## config.mk

```make
export PLATFORM = sky130hd
export DESIGN_NAME = fanin_rr_req_n
export DESIGN_NICKNAME = d
export VERILOG_FILES = /design/src/rtl/fanin_pkg.sv /design/src/rtl/rr_priority_pick.sv /design/src/rtl/fanin_rr_req_n.sv
export SDC_FILE = /design/constraint.sdc
export NUM_CORES = 1
export LEC_CHECK = 0
export ABC_CLOCK_PERIOD_IN_PS = 3300
export BUFFER_PORTS_ARGS = -buffer_cell sky130_fd_sc_hd__clkbuf_2
export CORE_AREA = 2 2 170 172
export DETAILED_ROUTE_END_ITERATION = 12
export DIE_AREA = 0 0 172 174
export HOLD_SLACK_MARGIN = 0.12
export SLEW_MARGIN = 40
export SYNTH_ARGS = -nofsm -noshare
export SYNTH_HDL_FRONTEND = slang
export SYNTH_SLANG_ARGS = --single-unit
```

## constraint.sdc

```tcl
create_clock -name clk -period 3.3 [get_ports clk]
set_input_delay 0.165 -clock clk [delete_from_list [all_inputs] [get_ports clk]]
set_output_delay 0.165 -clock clk [all_outputs]
set_load 0.05 [all_outputs]
```

## src/rtl/fanin_pkg.sv

```systemverilog
// Shared types for the round-robin request fan-in: payload container and pointer sizing.
package fanin_pkg;

  // Upper bounds for the payload container; the top zero-extends into these.
  localparam int unsigned ADDR_MAX = 64;
  localparam int unsigned DATA_MAX = 256;
  localparam int unsigned BE_MAX   = 32;
  localparam int unsigned ID_MAX   = 32;

  typedef struct packed {
    logic [ADDR_MAX-1:0] add;
    logic [DATA_MAX-1:0] wdata;
    logic                wen;
    logic [BE_MAX-1:0]   be;
    logic [ID_MAX-1:0]   ID;
  } payload_t;

  function automatic int unsigned ptr_w(input int unsigned n);
    return (n <= 1) ? 1 : $clog2(n);
  endfunction

endpackage

```

## src/rtl/rr_priority_pick.sv

```systemverilog
// Combinational rotating-priority pick: first requester at or after rr_i, scanning cyclically.
module rr_priority_pick #(
  parameter int unsigned N_CH = 4,
  parameter int unsigned PW   = 2
) (
  input  logic [N_CH-1:0] req_i,
  input  logic [PW-1:0]   rr_i,
  output logic [PW-1:0]   idx_o,
  output logic            vld_o
);

  int          c;
  logic [PW-1:0] ci;

  // Scan from farthest to nearest so the nearest requester is written last.
  always_comb begin
    idx_o = '0;
    vld_o = 1'b0;
    c     = 0;
    ci    = '0;
    for (int k = int'(N_CH) - 1; k >= 0; k--) begin
      c = int'(rr_i) + k;
      if (c >= int'(N_CH)) c = c - int'(N_CH);
      ci = PW'(c);
      if (req_i[ci]) begin
        idx_o = ci;
        vld_o = 1'b1;
      end
    end
  end

endmodule

```

## src/rtl/fanin_rr_req_n.sv

```systemverilog
// N-channel round-robin request fan-in with optional single-entry output register slice.
module fanin_rr_req_n
  import fanin_pkg::*;
#(
  parameter int unsigned N_CH       = 4,
  parameter int unsigned ADDR_WIDTH = 32,
  parameter int unsigned DATA_WIDTH = 32,
  parameter int unsigned BE_WIDTH   = DATA_WIDTH / 8,
  parameter int unsigned ID_WIDTH   = 16,
  parameter int unsigned OUT_REG    = 1
) (
  input  logic                                 clk,
  input  logic                                 rst_n,
  input  logic [N_CH-1:0]                      data_req_i,
  input  logic [N_CH-1:0][ADDR_WIDTH-1:0]      data_add_i,
  input  logic [N_CH-1:0][DATA_WIDTH-1:0]      data_wdata_i,
  input  logic [N_CH-1:0]                      data_wen_i,
  input  logic [N_CH-1:0][BE_WIDTH-1:0]        data_be_i,
  input  logic [N_CH-1:0][ID_WIDTH-1:0]        data_ID_i,
  output logic [N_CH-1:0]                      data_gnt_o,
  output logic                                 data_req_o,
  output logic [ADDR_WIDTH-1:0]                data_add_o,
  output logic [DATA_WIDTH-1:0]                data_wdata_o,
  output logic                                 data_wen_o,
  output logic [BE_WIDTH-1:0]                  data_be_o,
  output logic [ID_WIDTH-1:0]                  data_ID_o,
  input  logic                                 data_gnt_i
);

  localparam int unsigned PW = ptr_w(N_CH);

  logic [PW-1:0] rr_q;
  logic [PW-1:0] win_idx;
  logic          win_vld;
  logic          acc_en;
  logic          acc;
  payload_t      win_pl;
  payload_t      out_pl;
  logic          unused_pad;

  rr_priority_pick #(
    .N_CH (N_CH),
    .PW   (PW)
  ) u_pick (
    .req_i (data_req_i),
    .rr_i  (rr_q),
    .idx_o (win_idx),
    .vld_o (win_vld)
  );

  always_comb begin
    win_pl                        = '0;
    win_pl.add[ADDR_WIDTH-1:0]    = data_add_i[win_idx];
    win_pl.wdata[DATA_WIDTH-1:0]  = data_wdata_i[win_idx];
    win_pl.wen                    = data_wen_i[win_idx];
    win_pl.be[BE_WIDTH-1:0]       = data_be_i[win_idx];
    win_pl.ID[ID_WIDTH-1:0]       = data_ID_i[win_idx];
  end

  // Grant only goes to an actual requester; acc_en depends on the output path.
  assign acc        = win_vld & acc_en;
  assign data_gnt_o = acc ? (N_CH'(1) << win_idx) : '0;

  if (N_CH == 1) begin : g_rr1
    assign rr_q = '0;
  end else begin : g_rr
    logic [PW-1:0] rr_d;

    always_comb begin
      rr_d = rr_q;
      if (acc) rr_d = (win_idx == PW'(N_CH - 1)) ? '0 : win_idx + 1'b1;
    end

    always_ff @(posedge clk or negedge rst_n) begin
      if (!rst_n) rr_q <= '0;
      else        rr_q <= rr_d;
    end
  end

  if (OUT_REG != 0) begin : g_reg
    logic     valid_q, valid_d;
    payload_t pl_q, pl_d;

    // Slot is free when empty or being drained this cycle: no bubble on back-to-back.
    assign acc_en = ~valid_q | data_gnt_i;

    always_comb begin
      valid_d = valid_q;
      pl_d    = pl_q;
      if (acc) begin
        valid_d = 1'b1;
        pl_d    = win_pl;
      end else if (data_gnt_i) begin
        valid_d = 1'b0;
      end
    end

    always_ff @(posedge clk or negedge rst_n) begin
      if (!rst_n) begin
        valid_q <= 1'b0;
        pl_q    <= '0;
      end else begin
        valid_q <= valid_d;
        pl_q    <= pl_d;
      end
    end

    assign data_req_o = valid_q;
    assign out_pl     = pl_q;
  end else begin : g_comb
    assign acc_en     = data_gnt_i;
    assign data_req_o = |data_req_i;
    assign out_pl     = win_pl;
  end

  assign data_add_o   = out_pl.add[ADDR_WIDTH-1:0];
  assign data_wdata_o = out_pl.wdata[DATA_WIDTH-1:0];
  assign data_wen_o   = out_pl.wen;
  assign data_be_o    = out_pl.be[BE_WIDTH-1:0];
  assign data_ID_o    = out_pl.ID[ID_WIDTH-1:0];

  // Padding bits above the configured widths are always zero.
  assign unused_pad = ^out_pl;

endmodule

```

======== Word level (Yosys, flattened, before mapping) ========
Cells that the tools add are included.
cells by class
  add/subtract/negate cells ............... 8
  equal/unequal tests ..................... 1
  magnitude comparators ................... 9
  reductions and logical operators ........ 1
  bitwise gates (word level) .............. 3
  shifts and indexed selects .............. 1
  multiplexer cells ....................... 34
operators with widths
  operator             number
  $bmux 32 s2          2
  $mux 32              2
  $bmux 16 s2          1
  $mux 2               9
  $mux 16              1
  $lt 2x3->1 const B   5
  $mux 1               11
  $bmux 1 s2           5
  $ge 3x3->1 const B   3
  $bmux 4 s2           1
  $mux 4               2
  $sub 2x1->2 const B  4
  $add 2x2->3 const B  2
  $shl 1x2->4 const A  1
  $add 2x1->3 const B  1
  $ge 2x3->1 const B   1
  $add 2x1->2 const B  1
  $eq 2x2->1 const B   1
  $reduce_bool 2->1    1
  $and 1x1->1          1
  $not 1->1            1
  $or 1x1->1           1
storage, ports and cells
  input port bits ......................... 347
  register bits after elaboration ......... 88

======== Depth between registers and ports, before layout ========
  depth after elaboration ................. 11
  depth in mapped cells ................... 7

======== By module ========
A second synthesis with hierarchy kept.
unflattened totals
  cells, all modules ...................... 317
  area, all modules ....................... 5547.8 µm²
modules (own cells, without submodules)
  module            area each (µm²)  instances  cells an instance  seq. area each (µm²)
  fanin_rr_req_n    5470.2           1          304                2202.1
  rr_priority_pick  77.6             1          13                 0.0

======== Worst setup path before layout ========
OpenSTA, ideal clock, no wires.
  kind .................................... flip-flop to output port
  start point ............................. reg rr_q[1]
  end point ............................... out data_gnt_o[0]
  setup slack ............................. 1.025 ns
  required time ........................... 3.135 ns
  buffers on the path ..................... 3
  cell stages (with the launch flop) ...... 7
  arrival time ............................ 2.110 ns
  cell sequence ........................... dfrtp_1 > mux2_1 > o221ai_1 > buf_6 > buf_12 > buf_4 > nor2b_1
between the ends
  word-level cells in the longest chain between the ends .. 11
  elaborated cells on any way between the ends .. 34
  classes of those cells .................. 7 x add/sub; 4 x order compare; 1 x shift; 21 x mux; 1 x bitwise
ends and longest elaborated chain
  item                                                  line                                        RTL
  start, declared                                       fanin_rr_req_n.sv:32                        logic [PW-1:0] rr_q;
  start signal, assigned                                fanin_rr_req_n.sv:76                        else rr_q <= rr_d;
  $add 2x2->3                                           rr_priority_pick.sv:22                      c = int'(rr_i) + k;
  $ge 3x3->1 / $sub 2x1->2 (equally long branches)      rr_priority_pick.sv:23                      if (c >= int'(N_CH)) c = c - int'(N_CH);
  $mux 2                                                rr_priority_pick.sv:23
  $bmux 1 s2                                            rr_priority_pick.sv:25                      if (req_i[ci]) begin
  $mux 1 (not written as such)                          rr_priority_pick.sv:25
  $mux 2 / $mux 1 (equally long branches) (4 in a row)  rr_priority_pick.sv:25
  $shl 1x2->4 / $and 1x1->1 (equally long branches)     fanin_rr_req_n.sv:62, fanin_rr_req_n.sv:61
  $mux 4 *                                              fanin_rr_req_n.sv:62                        assign data_gnt_o = acc ? (N_CH'(1) << win_idx) : '0;
  end, declared                                         fanin_rr_req_n.sv:20                        output logic [N_CH-1:0] data_gnt_o,
Mark *: on every way between the ends. The rest lies on a longest branch, timed or not. The select of a mux whose other input is x is not followed.

======== Worst setup path after layout ========
  start point ............................. reg rr_q[1]
  end point ............................... reg g_reg.pl_q, in the netlist data_add_o[29]
between the ends
  word-level cells in the longest chain between the ends .. 11
  elaborated cells on any way between the ends .. 34
  classes of those cells .................. 7 x add/sub; 4 x order compare; 22 x mux; 1 x bitwise
ends and longest elaborated chain
  item                                              line                    RTL
  $add 2x2->3                                       rr_priority_pick.sv:22
  $ge 3x3->1 / $sub 2x1->2 (equally long branches)  rr_priority_pick.sv:23
  $mux 2                                            rr_priority_pick.sv:23
  $bmux 1 s2                                        rr_priority_pick.sv:25
  $mux 1 (not written as such)                      rr_priority_pick.sv:25
  $mux 2 (4 in a row)                               rr_priority_pick.sv:25
  $bmux 32 s2                                       fanin_rr_req_n.sv:53    win_pl.add[ADDR_WIDTH-1:0] = data_add_i[win_idx];
  $mux 32 (not written as such)                     fanin_rr_req_n.sv:53
  end signal, assigned                              fanin_rr_req_n.sv:104   pl_q <= pl_d;
  end, declared                                     fanin_rr_req_n.sv:82    payload_t pl_q, pl_d;
Parallel ways exist; a longest one is shown, timed or not. The select of a mux whose other input is x is not followed.
A chain may end at the register's enable or synchronous reset.

==> results.toml <==
[job]
cap_violations = 0

[floorplanning]
die_h_um = 174
core-area_sq_um = 28200
die_w_um = 172
boundaryPins = 437
start_util = 0.200
dieArea_sq_um = 29900
rows = 62

[sta]
tns_ns = 0
period_minus_slack_ns = 2.99
period_share = 0.906
skew_ns = 0.00833
rsz0062_at_grt = "no"
fmax_mhz = 335
worst_pin_slew_ns = 0.853
final_hold_viol_count = 0
relSlewSlack = 0.432
slew_violations = 0
setup_viol = 0

[min_path]
hold_depth = 3
hp-class = "in2reg"

[setup_path]
start_kind = "flip-flop"
reg2reg_depth = 6
slowest_stage = "buf_4"
worst-path-stages = 6
max_stage_delay_ns = 0.68
arrival_ns = 3.22
worstPathCellList = "mux2_1 > o221ai_4 > buf_4 > mux2i_1 > o221ai_1 > dlygate4sd3_1"
path_delay_family = "buffers and inverters"
path_buf_inv = 2
critical_path.max_fanout = 44
endpoint_kind = "flip-flop"
cp.required_ns = 3.53
crit_type = "reg2reg"

[logic_synthesis]
synth.distinct_cells = 33
synth_common_cells = "inv_1, dfrtp_1, a32oi_1, mux2i_1, o221ai_1"
synth_ff_type = "dfrtp_1"
syn_area_sq_um = 5660
synth_edf_count = 0
synth_nets = 864
syn_inst = 517
synth_area_leaders = "dfrtp_1, mux2i_1, a32oi_1, o221ai_2, o221ai_1"
ys_seq_area_frac = 0.389
synth_async_sr_flop_share = 1.00
yosysTopAreaCell = "dfrtp_1"
synth.avg_cell_area_sq_um = 10.9
ys_seq_elements = 88
yosys_warnings = 0
post-synth-top-area-fraction = 0.389
yosysMostFrequentCell = "inv_1"

[cts]
cts_root_buffer = "clkbuf_16"
cts.sink_count = 88
cts.path.max_buffers = 2
cts_tree = "yes"
clk_pin_slew_ns = 0.07
htreeDepth = 3
clkLatencyLatePin_ns = 0.35
post_cts_buffers = 0
cts_buffers = 9
cts_resized = 0

[pwr]
ir_drop_mv = 0.309
p_leak_nw = 5.30
powerDensity_nw_per_um2 = 584

[finish]
stdcell_area_sq_um = 10200
final_cells = 1479
fillers = 2882
synthToLayoutAreaGrowth_pct = 80.8
nNetsFinal = 1436
drive_gt1_frac = 0.466

[place]
portBuffers = 436
placed_cell_area_sq_um = 8220
dpl.hpwl_mm = 18.0
place_inst = 1293
place.gp.congestion = 0.837

[drt]
wl_per_cell_um = 17.5
drt-initial-drc-count = 320
ant_nets = 0
viasPerCell = 4.71
dr.pass1.iters = 4
num_vias = 6967
drc_errors = 0
drt-total-wl_mm = 25.9

[grt]
grt_use_total = 0.166
grt_pass1_vias = 7316
grt_max_degree = 87
antenna_found_initial = 1
grt_first_pass_wirelength_mm = 38.6
grt.overflow.total = 0

[status]
status = "completed"
through the flow:
stage | worst slack (ns) | hold slack, ns | util | total power (W)
5_1_grt | 0.191 | 0.144 | 0.362 | 0.00626
4_1_cts | 0.355 | 0.123 | 0.362 | 0.00598
3_3_place_gp | 1.00 | 0.229 | 0.291 | 0.00430
3_5_place_dp | 0.911 | 0.232 | 0.291 | 0.00431
2_1_floorplan | 1.03 | -0.131 | - | 0.00351
6_report | 0.310 | 0.139 | 0.362 | 0.00598
routing by layer:
metal  global-route usage  vias to the layer above  wire (um)
met4               0.0623                        2        771
li1                     -                     3198          -
met2                0.302                      398      13100
met5                    0                        -         13
met1                0.184                     3316       9990
met3               0.0394                       53       2030
path summary, 6_finish.rpt:
kind	start	endpoint	slack, ns
min in group asynchronous	rst_n	data_ID_o[15]	0.36
max reg2reg	rr_q[1]	data_add_o[29]	0.31
max in group asynchronous	rst_n	data_wdata_o[2]	2.22
min	data_add_i[92]	data_add_o[28]	0.14
min reg2reg	data_add_o[28]	data_add_o[28]	0.51
max	rr_q[1]	data_add_o[29]	0.31
sequential cells by signal (all words and copies together) (netlist names):
register and flops:
data_ID_o 16, data_add_o 32, data_be_o 4, data_req_o 1
data_wdata_o 32, data_wen_o 1, rr_q 2
placed cells by master (no fill, tap or decap), types with 2 or more instances in the layout:
cell	netlist	routed
o221ai_1	47	46
clkbuf_1	22	2
clkbuf_16	0	9
a32oi_1	85	85
inv_1	89	89
bufinv_16	0	2
mux2i_1	85	85
o221ai_2	39	39
o21ai_0	2	2
dfrtp_1	88	88
nand2_1	4	4
clkbuf_2	0	435
buf_4	12	6
nor2b_1	3	3
buf_12	1	6
nand2b_1	2	2
dlygate4sd3_1	0	169
clkinv_4	0	2
worst min-delay path, delay by kind of cell:
kind / cells / cell delay, ns
buf+inv: 2 / 0.16
compound gates: 1 / 0.10
logic make-up (layout without fill, tap and decap cells):
| kind of cell | after synthesis | count (layout) | share of synthesized area |
|---|---|---|---|
| other | 0 | 1 | 0 |
| and+or+nand+nor | 17 | 17 | 0.0221 |
| muxes | 86 | 86 | 0.152 |
| DFF | 88 | 88 | 0.389 |
| buffers and inverters | 146 | 723 | 0.117 |
| AOI/OAI and AO/OA | 180 | 180 | 0.320 |
what timing repair did:
action / 4_1_cts / 5_1_grt
hold buffers: 169 / 0
hold endpoints to repair: 129 / 0
endpoints found under the setup margin: 0 / 0
final cells by class:
cell class | instances | area (sq um) | share of cell area
flip-flops and latches | 88 | 2200 | 0.215
well taps | 384 | 480 | 0.0469
clock inverters | 4 | 77.6 | 0.00758
diodes | 1 | 2.50 | 0.000245
inverters | 90 | 338 | 0.0330
clock buffers | 12 | 246 | 0.0241
multi-input cells | 283 | 2840 | 0.278
repair buffers | 617 | 4050 | 0.395
power breakdown:
| part | internal (W) | total (W) | switching, W | leakage [nW] |
|---|---|---|---|---|
| combinational | 0.00121 | 0.00323 | 0.00202 | 4.07 |
| sequential | 0.00137 | 0.00157 | 0.000199 | 1.08 |
| clock | 0.000690 | 0.00118 | 0.000485 | 0.157 |
| total | 0.00327 | 0.00598 | 0.00270 | 5.30 |
No activity file was read; power rests on OpenSTA's default activity.
